File: src/rtl/store_unit.sv
// store_unit -- store-path byte-lane formatter and data-memory write master.
//
// Takes one store request (address, rs2 data, funct3) from the execute stage,
// replicates the data into byte lanes, builds byte strobes and a word-aligned
// address, and issues one write to data memory over a valid/ready handshake.
// A store the memory does not accept within TIMEOUT cycles is aborted.
//
// Optional feature: define STORE_MISALIGN_TRAP_EN to reject misaligned SH/SW
// (err pulse, no memory write). Without it, the misaligned low address bits
// are cleared and the store proceeds.
//
// Ports:
//   clk, rst           clock, asynchronous active-high reset
//   st_valid/st_ready  request handshake (st_ready high only in IDLE)
//   st_addr, st_data   byte address and rs2 value
//   st_funct3          000=SB, 001=SH, 010=SW, anything else illegal
//   mem_valid/ready    data-memory write handshake
//   mem_addr           word-aligned address
//   mem_wdata          lane-replicated data
//   mem_wstrb          byte enables
//   done, err          one-cycle completion / rejection-or-timeout pulses
//   busy               high whenever the unit is not in IDLE
module store_unit #(
   parameter int width   = 32,
   parameter int TIMEOUT = 16
) (
   input  logic             clk,
   input  logic             rst,
   input  logic             st_valid,
   output logic             st_ready,
   input  logic [width-1:0] st_addr,
   input  logic [width-1:0] st_data,
   input  logic [2:0]       st_funct3,
   output logic             mem_valid,
   input  logic             mem_ready,
   output logic [width-1:0] mem_addr,
   output logic [width-1:0] mem_wdata,
   output logic [3:0]       mem_wstrb,
   output logic             done,
   output logic             err,
   output logic             busy
);

   typedef enum logic [1:0] {IDLE, REQ, FAULT} state_t;

   state_t           state, state_nx;
   logic [7:0]       cnt, cnt_nx;
   logic             mem_valid_nx, done_nx, err_nx;
   logic [width-1:0] mem_addr_nx, mem_wdata_nx;
   logic [3:0]       mem_wstrb_nx;

   // Lane formatting of the incoming request
   logic             lane_legal;
   logic [width-1:0] lane_wdata;
   logic [3:0]       lane_wstrb;

   always_comb begin
      lane_legal = 1'b1;
      lane_wdata = st_data;
      lane_wstrb = 4'b0000;
      case (st_funct3)
         3'b000: begin
            lane_wdata = {4{st_data[7:0]}};
            lane_wstrb = 4'b0001 << st_addr[1:0];
         end
         3'b001: begin
            lane_wdata = {2{st_data[15:0]}};
            lane_wstrb = st_addr[1] ? 4'b1100 : 4'b0011;
`ifdef STORE_MISALIGN_TRAP_EN
            if (st_addr[0]) lane_legal = 1'b0;
`endif
         end
         3'b010: begin
            lane_wdata = st_data;
            lane_wstrb = 4'b1111;
`ifdef STORE_MISALIGN_TRAP_EN
            if (st_addr[1:0] != 2'b00) lane_legal = 1'b0;
`endif
         end
         default: lane_legal = 1'b0;
      endcase
   end

   assign st_ready = (state == IDLE);
   assign busy     = (state != IDLE);

   // Next-state and registered-output logic
   always_comb begin
      state_nx     = state;
      cnt_nx       = cnt;
      mem_valid_nx = mem_valid;
      mem_addr_nx  = mem_addr;
      mem_wdata_nx = mem_wdata;
      mem_wstrb_nx = mem_wstrb;
      done_nx      = 1'b0;
      err_nx       = 1'b0;
      case (state)
         IDLE: begin
            if (st_valid) begin
               mem_addr_nx  = {st_addr[width-1:2], 2'b00};
               mem_wdata_nx = lane_wdata;
               cnt_nx       = 8'd0;
               if (lane_legal) begin
                  mem_wstrb_nx = lane_wstrb;
                  mem_valid_nx = 1'b1;
                  state_nx     = REQ;
               end else begin
                  // err is raised on entry so it is high for the single FAULT cycle
                  mem_wstrb_nx = 4'b0000;
                  err_nx       = 1'b1;
                  state_nx     = FAULT;
               end
            end
         end
         REQ: begin
            // A ready arriving on the last allowed cycle still completes the store
            if (mem_ready) begin
               done_nx      = 1'b1;
               mem_valid_nx = 1'b0;
               cnt_nx       = 8'd0;
               state_nx     = IDLE;
            end else if (cnt == 8'(TIMEOUT - 1)) begin
               err_nx       = 1'b1;
               mem_valid_nx = 1'b0;
               cnt_nx       = 8'd0;
               state_nx     = IDLE;
            end else begin
               cnt_nx = cnt + 8'd1;
            end
         end
         FAULT: state_nx = IDLE;
         default: state_nx = IDLE;
      endcase
   end

   always_ff @(posedge clk or posedge rst) begin
      if (rst) begin
         state     <= IDLE;
         cnt       <= 8'd0;
         mem_valid <= 1'b0;
         mem_addr  <= '0;
         mem_wdata <= '0;
         mem_wstrb <= 4'b0000;
         done      <= 1'b0;
         err       <= 1'b0;
      end else begin
         state     <= state_nx;
         cnt       <= cnt_nx;
         mem_valid <= mem_valid_nx;
         mem_addr  <= mem_addr_nx;
         mem_wdata <= mem_wdata_nx;
         mem_wstrb <= mem_wstrb_nx;
         done      <= done_nx;
         err       <= err_nx;
      end
   end

endmodule

File: config.mk
export PLATFORM = sky130hd
export DESIGN_NAME = store_unit
export DESIGN_NICKNAME = d
export VERILOG_FILES = /design/src/rtl/store_unit.sv
export SDC_FILE = /design/constraint.sdc
export NUM_CORES = 1
export LEC_CHECK = 0
export ABC_CLOCK_PERIOD_IN_PS = 3800
export BUFFER_PORTS_ARGS = -buffer_cell sky130_fd_sc_hd__buf_4
export CORE_UTILIZATION = 35
export CTS_BUF_LIST = sky130_fd_sc_hd__clkbuf_16
export DETAILED_ROUTE_END_ITERATION = 8
export GPL_ROUTABILITY_DRIVEN = 0
export GPL_TIMING_DRIVEN = 0
export PLACE_DENSITY = 0.62
export SLEW_MARGIN = 20
export SYNTH_ARGS = -nofsm -noshare
export SYNTH_HDL_FRONTEND = slang
export SYNTH_SLANG_ARGS = --single-unit
File: constraint.sdc
create_clock -name clk -period 3.8 [get_ports clk]
set_input_delay 0.38 -clock clk [delete_from_list [all_inputs] [get_ports clk]]
set_output_delay 0.38 -clock clk [all_outputs]
set_load 0.02 [all_outputs]
==> results.md, run 1 <==
* Status: finished clean
* Drt total wl at 9530 um
* Sequential cell area fraction in the yosys report at 0.563
* Min Tclk post-route at 1740 ps
* Fin Clk Skew at 5.35 ps
* Netlist cell types at 38
* CTS Root Cell: clkbuf_16
* Arr. time, crit path at 1360 ps
* Worst-margin pin slew at 561 ps
* Synth top area share at 0.563
* Top post-synthesis cells by area: dfrtp_1, nand2_1, mux2i_1
* Initial core utilization at 0.361
* Async SR Flop Fraction at 1.00
* Nets at 586
* Fin cells at 650
* H-tree depth at 3
* R2r setup slk at 2120 ps
* Max Clock Freq at 0.575 GHz
* Buffers added on ports at 140
* Post_cts resized at 0
* Min-Delay Path Class: in -> async
* DRT iter0 DRCs at 86
* TNS Setup at 0 ps
* Post-CTS Setup Inserts at 0
* Post-synthesis sequential element count at 79
* Hold buffer count at cts at 0
* Via count at 3,045
* Layout area overhead at 44.2%
* Mapped Cells at 361
* Worst path cell trace: or2_2 -> inv_1 -> buf_4
* Max-Cap Viols at 0
* Initial antenna violation count at 0
* # DRC at 0
* Clock-pin slew on the worst setup and hold paths at 60 ps
* Mapped Area at 3510 um2
* Worst-skew pair later-pin latency at 330 ps
* Drt pass-1 iters at 4
* PwrDens at 545 nW/um2
* IO Pins at 144
* CTS tree: built
* P_leak at 2.64 nW
* Slowest stage cell on the critical path: dfrtp_1
* Die Wd at 102 um
* Crit path required time at 3420 ps
* RSZ-0062 raised after global routing: no
* Critical path type: reg -> out
* Clock buffers created by TritonCTS at 9
* Placed insts at 636
* Tot GR Track Use at 0.188
* Wirelength per Cell at 14.7 um
* Mean Syn Cell Area at 9.73 um2
* Post-route ant nets at 0
* Clk sink count at 79
* WP buf/inv at 2
* Largest area contributor in the netlist: dfrtp_1
* Finish-stage setup viols at 0
* Die ar. at 10,400 um2
* Critical path capture point type: output port
* First-pass GRT wire length at 14,700 um
* Die height at 102 um
* Rows at 36
* Post-synth top flop: dfrtp_1
* Vias in the first global route at 2,909
* CP Launch Type: flip-flop
* Via-to-Cell Ratio at 4.68
* Crit path max-delay family: flip-flops
* Number of synthesized flops with an enable pin at 0
* Antenna diode count at 0
* Final Max Slew Viols at 0
* VDD IR max at 0.000233 V
* Area of the core at 9730 um2
* YS warnings at 0
* Post-DP HPWL at 7050 um
* GR Overflow Total at 0
* Worst slew margin relative to its limit at 0.625
* Proportion of layout cells with a drive suffix above 1 at 0.373
* CP Max Fanout at 9
* CTS Buffer Depth at 2
* Tcrit/Tclk final at 0.458
* Largest net degree at the start of global routing at 54
* Final hold violation count at 0
* Max incr delay on CP at 480 ps
==> worst paths after layout <==
kind                              start             to  depth (start not counted)
min reg2reg                mem_addr[27]   mem_addr[27]                          2
min                                 rst   mem_addr[14]                          2
max                            state[1]       st_ready                          3
max reg2reg                      cnt[0]         cnt[6]                          4
max in group asynchronous           rst  mem_wdata[17]                          3
min in group clk             st_addr[5]    mem_addr[5]                          3
==> placed cells by master, fill, tap and decap left out, types with 2 or more instances in the layout <==
| master | instances |
|---|---|
| a21oi_1 | 4 |
| a22oi_1 | 4 |
| buf_2 | 11 |
| buf_4 | 142 |
| buf_6 | 2 |
| bufinv_16 | 2 |
| clkbuf_1 | 2 |
| clkbuf_16 | 9 |
| clkbuf_2 | 2 |
| conb_1 | 2 |
| dfrtp_1 | 79 |
| inv_1 | 5 |
| mux2_2 | 8 |
| mux2i_1 | 25 |
| nand2_1 | 148 |
| nand2b_1 | 2 |
| nand3_1 | 2 |
| nor2_1 | 5 |
| nor3b_1 | 2 |
| o211ai_1 | 2 |
| o21ai_0 | 29 |
| o21ai_1 | 4 |
| o21ba_2 | 2 |
| o31ai_1 | 2 |
| or3_2 | 2 |
| or4_1 | 2 |
==> synth_stat cells, types with 4 or more instances <==
master     n
a21oi_1    4
a22oi_1    4
o21ai_1    4
mux2i_1   25
nor2_1     5
buf_2     11
inv_1      5
mux2_2     8
nand2_1  148
o21ai_0   29
dfrtp_1   79
==> routing by layer <==
| layer | global-route usage | up-vias | share of wire |
|---|---|---|---|
| met5 | 0 | - | 0 |
| met4 | 0.0846 | 0 | 0.022 |
| met3 | 0.0328 | 17 | 0.060 |
| met2 | 0.301 | 98 | 0.48 |
| met1 | 0.249 | 1440 | 0.44 |
| li1 | - | 1490 | - |
==> sequential cells by signal (all words and copies together) (netlist names) <==
register,cells
mem_addr,30
state,2
mem_wstrb,4
mem_wdata,32
done,1
mem_valid,1
err,1
cnt,8
==> report_power, final <==
group | switching, mW | total [mW] | internal (mW)
combinational | 0.455 | 0.794 | 0.340
clock | 0.314 | 0.878 | 0.564
sequential | 0.0934 | 1.09 | 0.996
==> layout make-up <==
cell class,instances,area [um2]
clock inverter,5,76.3
fill,931,4670
sequential,79,1980
buffer,19,110
inverter,5,21.3
timing repair buffer,141,1080
multi-input combinational,259,1410
tap,133,166
clock buffer,9,225
==> cells by family after synthesis <==
| kind of cell | after synthesis | synth area share |
|---|---|---|
| AOI/OAI and AO/OA | 52 | 0.0898 |
| adders and majority gates | 1 | 0.00356 |
| buffers and inverters | 24 | 0.0367 |
| DFF | 79 | 0.563 |
| muxes | 33 | 0.0969 |
| other | 1 | 0.00107 |
| and+or+nand+nor | 171 | 0.209 |
==> metrics by stage <==
step | setup WS, ps | cell area (um2) | total power [mW] | utilization | hold slack [ps]
floorplan | 1400 | 3510 | 1.51 | - | 485
global placement | 352 | 4730 | 1.89 | 0.486 | 460
detailed placement | 2130 | 4760 | 1.91 | 0.489 | 406
CTS | 2050 | 5060 | 2.80 | 0.520 | 52.8
global route | 2000 | 5060 | 2.91 | 0.520 | 70.7
finish | 2060 | 5060 | 2.76 | 0.520 | 44.8
Power figures use the tool's default switching activity.
==> run 2: changes to the inputs <==
ABC_AREA = 1   (was unset)
ABC_CLOCK_PERIOD_IN_PS = 1600   (was 3800)
PLACE_DENSITY = 0.65   (was 0.62)
clock period = 1.6 ns   (was 3.8 ns; I/O delays follow)
==> run 2 against run 1 <==
- non-clock buffer count increased by 6
- register-to-register slack worse by 1900 ps
- highest routed layer unchanged
- synthesized area is essentially flat
- global-route usage is 0.90 points higher
- final cell count increased by 10%
- first-iteration DRC count rose by 110%
- sequential share of layout area decreased by 0.40 points
- utilization is 0.54 points higher
- critical endpoint is now mem_valid
==> results.md, run 2 <==
* Status: finished clean
* Proportion of layout cells with a drive suffix above 1 at 0.312
* Commonest cells in the netlist: nand2_1, dfrtp_1, nor2_1
* Largest net degree at the start of global routing at 28
* Drt pass-1 iters at 4
* Finish-stage setup viols at 0
* Die Wd at 102 um
* GR Overflow Total at 0
* Layout area overhead at 45.8%
* Post_cts resized at 0
* Min Tclk post-route at 1400 ps
* Buffers added on ports at 140
* Tot GR Track Use at 0.197
* Crit path required time at 1820 ps
* Hold buffer count at cts at 1
* Reg-to-Reg Start: cnt[0]
* Post-placement setup slack at 222 ps
* Hold slack at 12.1 ps
* Clk sink count at 79
* Post-synth top flop: dfrtp_1
* Die ar. at 10,400 um2
* Reg2reg end: mem_valid
* CTS tree: built
* # DRC at 0
* Finished Cell Area at 5120 um2
* Netlist cell types at 24
* Largest area contributor in the netlist: dfrtp_1
* Multi-input logic area at 1320 um2
* Reg with most FFs: mem_wdata
* PnR worst setup slack at 200 ps
* Area of the core at 9730 um2
* Vias in the first global route at 3,140
* Storage cell area at 1980 um2
* Drt total wl at 9970 um
* Initial core utilization at 0.361
* Critical path capture point type: flip-flop
* YS warnings at 0
* Fin Clk Skew at 10.1 ps
* Initial antenna violation count at 0
* Mapped Cells at 424
* CTS Root Cell: clkbuf_16
* Biggest regs: mem_wdata (32), mem_addr (30), cnt (8)
* Worst-skew pair later-pin latency at 340 ps
* Commonest cells after routing, fill and taps aside: nand2_1, buf_4, dfrtp_1
* Clock-pin slew on the worst setup and hold paths at 60 ps
* Commonest non-fill, non-tap cell in the layout: nand2_1
* Post-route ant nets at 0
* Via-to-Cell Ratio at 4.70
* Number of flip-flops in the largest register at 32
* Core Util, Final at 0.526
* Mean Syn Cell Area at 8.28 um2
* Async SR Flop Fraction at 1.00
* PwrDens at 1310 nW/um2
* Final hold violation count at 0
* Post-synthesis sequential element count at 79
* H-tree depth at 3
* Final Max Slew Viols at 0
* Max Clock Freq at 0.714 GHz
* Max-Cap Viols at 0
* R2r setup slk at 200 ps
* Post-DP HPWL at 7560 um
* Antenna diode count at 0
* Clock buffers created by TritonCTS at 9
* VDD IR max at 0.000617 V
* CTS Buffer Depth at 2
* P_leak at 2.69 nW
* Top post-synthesis cells by area: dfrtp_1, nand2_1, nor2_1
* Fillers at 965
* Rows at 36
* Most common cell in the netlist: nand2_1
* Mapped Area at 3510 um2
* IO Pins at 144
* Hold Path Depth at 3
* Number of synthesized flops with an enable pin at 0
* Via count at 3,368
* CP Max Fanout at 4
* Tcrit/Tclk final at 0.875
* CP Launch Type: flip-flop
* Hold endpoint: mem_addr[7]
* First-pass GRT wire length at 15,500 um
* RSZ-0062 raised after global routing: no
* TNS Setup at 0 ps
* Die height at 102 um
* Hold Startpoint: st_addr[7]
* FF-to-FF path depth at 6
* Arr. time, crit path at 1620 ps
* Synth top area share at 0.563
* Post-DP Area at 4810 um2
* Wirelength per Cell at 13.9 um
* Post-CTS Setup Inserts at 0
* Sequential cell area fraction in the yosys report at 0.563
* Critical path type: reg -> reg
* DRT iter0 DRCs at 183
* Nets at 652
* Min-Delay Path Class: in -> reg
## run 2: cell families (layout without fill, tap and decap cells)
logic type	after synthesis	after routing	synth area share
AND/OR/NAND/NOR	239	239	0.272
flip-flops	79	79	0.563
AO/OA/AOI/OAI	57	57	0.0913
buffers and inverters	44	203	0.0613
XOR/XNOR	3	3	0.00749
adder cells (fa/ha/maj)	1	1	0.00356
other	1	2	0.00107
## run 2: routing by layer
metal,global-route usage,wire [um],up-vias
met3,0.0472,755,16
li1,-,-,1657
met2,0.322,4850,119
met5,0,0,-
met1,0.252,4190,1576
met4,0.0747,175,0
## run 2: worst max path at each step
| stage | start | end | slack [ps] | cells past startpoint |
|---|---|---|---|---|
| after floorplan | state[0] | mem_wdata[8] | 360 | 6 |
| after global placement | rst | mem_wdata[17] | -60 | 2 |
| after detailed placement | cnt[0] | mem_valid | 220 | 6 |
| after CTS | cnt[0] | mem_valid | 200 | 6 |
| after global routing | cnt[0] | mem_valid | 60 | 6 |
| final | cnt[0] | mem_valid | 200 | 6 |
## run 2: per-stage QoR
step | cells | total power [mW]
after floorplan | 425 | 3.69
after global placement | 698 | 4.64
after detailed placement | 701 | 4.70
after CTS | 717 | 6.77
after global routing | 717 | 7.03
final | 717 | 6.69
## run 2: area by class of cell
class	instances	share of cell area
Multi-Input combinational cell	302	0.258
Clock inverter	6	0.0139
Buffer	22	0.0259
Tap cell	133	0.0325
Timing Repair Buffer	144	0.222
Inverter	22	0.0169
Clock buffer	9	0.0440
Sequential cell	79	0.386
## run 2: worst max-delay path, stage by stage (launching register included)
cell	delay [ps]
dfrtp_1	400
ha_1	270
nand3_1	150
o21ai_0	260
nand3_1	100
nand2_1	70
nand2_1	40
## run 2: where the power goes
part           total, mW  internal (mW)  switching, mW
registers           2.62           2.38          0.234
logic               2.03          0.863           1.17
clock network       2.04           1.21          0.833
==> run 3: changes to the inputs <==
REMOVE_ABC_BUFFERS = 1   (was unset)
==> run 3 against run 2 <==
- hold slack about the same
- sequential power hardly changed
- flip-flop and latch count is the same
- count of clock-buffer cells in the layout is the same
- non-clock buffer count fell by 22
- die area stayed put
- combinational power about the same
==> results.md, run 3 (same netlist as run 2, synthesis figures left out) <==
* Status: finished clean
* DRT iter0 DRCs at 116
* Int Pwr at 4.40 mW
* Worst slew margin relative to its limit at 0.458
* Clock buffers created by TritonCTS at 9
* Logic pwr share at 0.302
* Finished Cell Area at 5000 um2
* Routed wl met2 at 4610 um
* P_leak at 2.62 nW
* Crit path max-delay family: simple AND/OR/NAND/NOR gates
* CP Launch Type: flip-flop
* Number of flip-flops in the largest register at 32
* Placed insts at 678
* Largest net degree at the start of global routing at 63
* Nets at 632
* Final Max Slew Viols at 0
* WP buf/inv at 1
* Finish-stage setup viols at 0
* Die Wd at 102 um
* Via count at 3,339
* Buffers added on ports at 141
* Area of the core at 9730 um2
* Wirelength per Cell at 13.8 um
* Worst-margin pin slew at 813 ps
* Arr. time, crit path at 1680 ps
* CTS Buffer Depth at 2
* Post-placement setup slack at -542 ps
* Commonest non-fill, non-tap cell in the layout: nand2_1
* Min-Delay Path Class: in -> reg
* Critical path capture point type: flip-flop
* NetSw at 2.20 mW
* # DRC at 0
* Met1 wire length at 4390 um
* Via-to-Cell Ratio at 4.78
* Hold slack at 12.1 ps
* RSZ-0062 raised after global routing: no
* Top Metal Used: met4
* First-pass GRT wire length at 15,500 um
* CP Max Fanout at 38
* Max incr delay on CP at 440 ps
* Drt total wl at 9670 um
* Antenna diode count at 0
* Die ar. at 10,400 um2
* Clock share of power at 0.302
* Commonest cells after routing, fill and taps aside: nand2_1, buf_4, dfrtp_1
* Post-route ant nets at 0
* Biggest regs: mem_wdata (32), mem_addr (30), cnt (8)
* Tot GR Track Use at 0.194
* Worst path cell trace: nor2_4 -> nand2_8 -> inv_16 -> nor2_1 -> a31oi_1
* Proportion of layout cells with a drive suffix above 1 at 0.299
* Min Tclk post-route at 1430 ps
* Reg with most FFs: mem_wdata
* Die height at 102 um
* Worst-skew pair later-pin latency at 340 ps
* CTS tree: built
* GR Overflow Total at 0
* Met3 WL at 545 um
* Slowest stage cell on the critical path: dfrtp_1
* Fillers at 959
* Fin Clk Skew at 5.49 ps
* Net Sw Frac at 0.333
* Layout area overhead at 42.6%
* Max-Cap Viols at 0
* CTS Root Cell: clkbuf_16
* IO Pins at 144
* TNS Setup at 0 ps
* Final hold violation count at 0
* Initial core utilization at 0.361
* Sequential share of power at 0.396
* Vias in the first global route at 3,294
* PnR worst setup slack at 170 ps
* Clk sink count at 79
* Drt pass-1 iters at 4
* Clock-pin slew on the worst setup and hold paths at 60 ps
* VDD IR max at 0.000858 V
* Critical path type: reg -> reg
* Post-DP HPWL at 6190 um
* Rows at 36
* Post-DP Area at 4640 um2
* Initial antenna violation count at 0
* Tcrit/Tclk final at 0.894
* PwrDens at 1320 nW/um2
* Crit path required time at 1850 ps
* H-tree depth at 3
* Fin cells at 698
* Max Clock Freq at 0.699 GHz
-- run 3: cell count changes in the layout (fill, tap and decap cells not counted), sizes merged --
cell	before	now
inv	22	23
clkbuf	15	9
clkinvlp	3	1
clkinv	2	5
nand2	174	175
buf	159	143
-- run 3: metrics by stage --
stage,utilization,total power [mW]
2_1_floorplan,-,3.63
3_3_place_gp,0.473,4.55
3_5_place_dp,0.477,4.60
4_1_cts,0.511,6.66
5_1_grt,0.514,6.97
6_report,0.514,6.60
-- run 3: timing repair --
| action | CTS | global route |
|---|---|---|
| endpoints found under the hold margin | 35 | 0 |
| buffers inserted | 0 | 1 |
| pin swaps | 0 | 2 |
| setup endpoints to repair | 68 | 55 |
| gates resized for setup | 7 | 2 |
| hold buffers | 1 | 0 |
| cloned | 1 | 1 |
-- run 3: layer usage --
layer	up-vias	GRT usage
met5	-	0
met4	0	0.0604
met3	9	0.0554
met2	102	0.317
met1	1605	0.249
li1	1623	-
-- run 3: power groups by stage --
stage	Combinational [mW]	Clock [mW]	Sequential (mW)
global placement	1.93	0	2.63
global route	2.19	2.13	2.65
detailed placement	1.96	0	2.64
CTS	2.00	2.05	2.61
finish	2.00	1.99	2.61
floorplan	0.543	0	3.08
-- run 3: worst min-delay path: stages --
cell,delay [ps]
buf_4,70
nand2_1,40
nand2_1,40
-- run 3: area by class of cell --
class	count	area (um2)	share of cell area
timing repair inverter	1	16.3	0.00325
multi-input combinational	303	1350	0.270
clock buffer	9	225	0.0450
timing repair buffer	144	1100	0.221
sequential	79	1980	0.395
clock inverter	7	65.1	0.0130
inverter	22	101	0.0203
tap	133	166	0.0333
-- run 3: final timing paths --
| check | startpoint | end | slack [ps] | cells after the start |
|---|---|---|---|---|
| worst max-delay path | state[0] | mem_wdata[15] | 170 | 5 |
| worst min-delay path | st_addr[6] | mem_addr[6] | 10 | 3 |
| worst max register to register | state[0] | mem_wdata[15] | 170 | 5 |
| worst min register to register | mem_addr[31] | mem_addr[31] | 480 | 2 |
| max in group asynchronous | rst | cnt[6] | 620 | 4 |
| min in group asynchronous | rst | mem_wdata[19] | 410 | 3 |
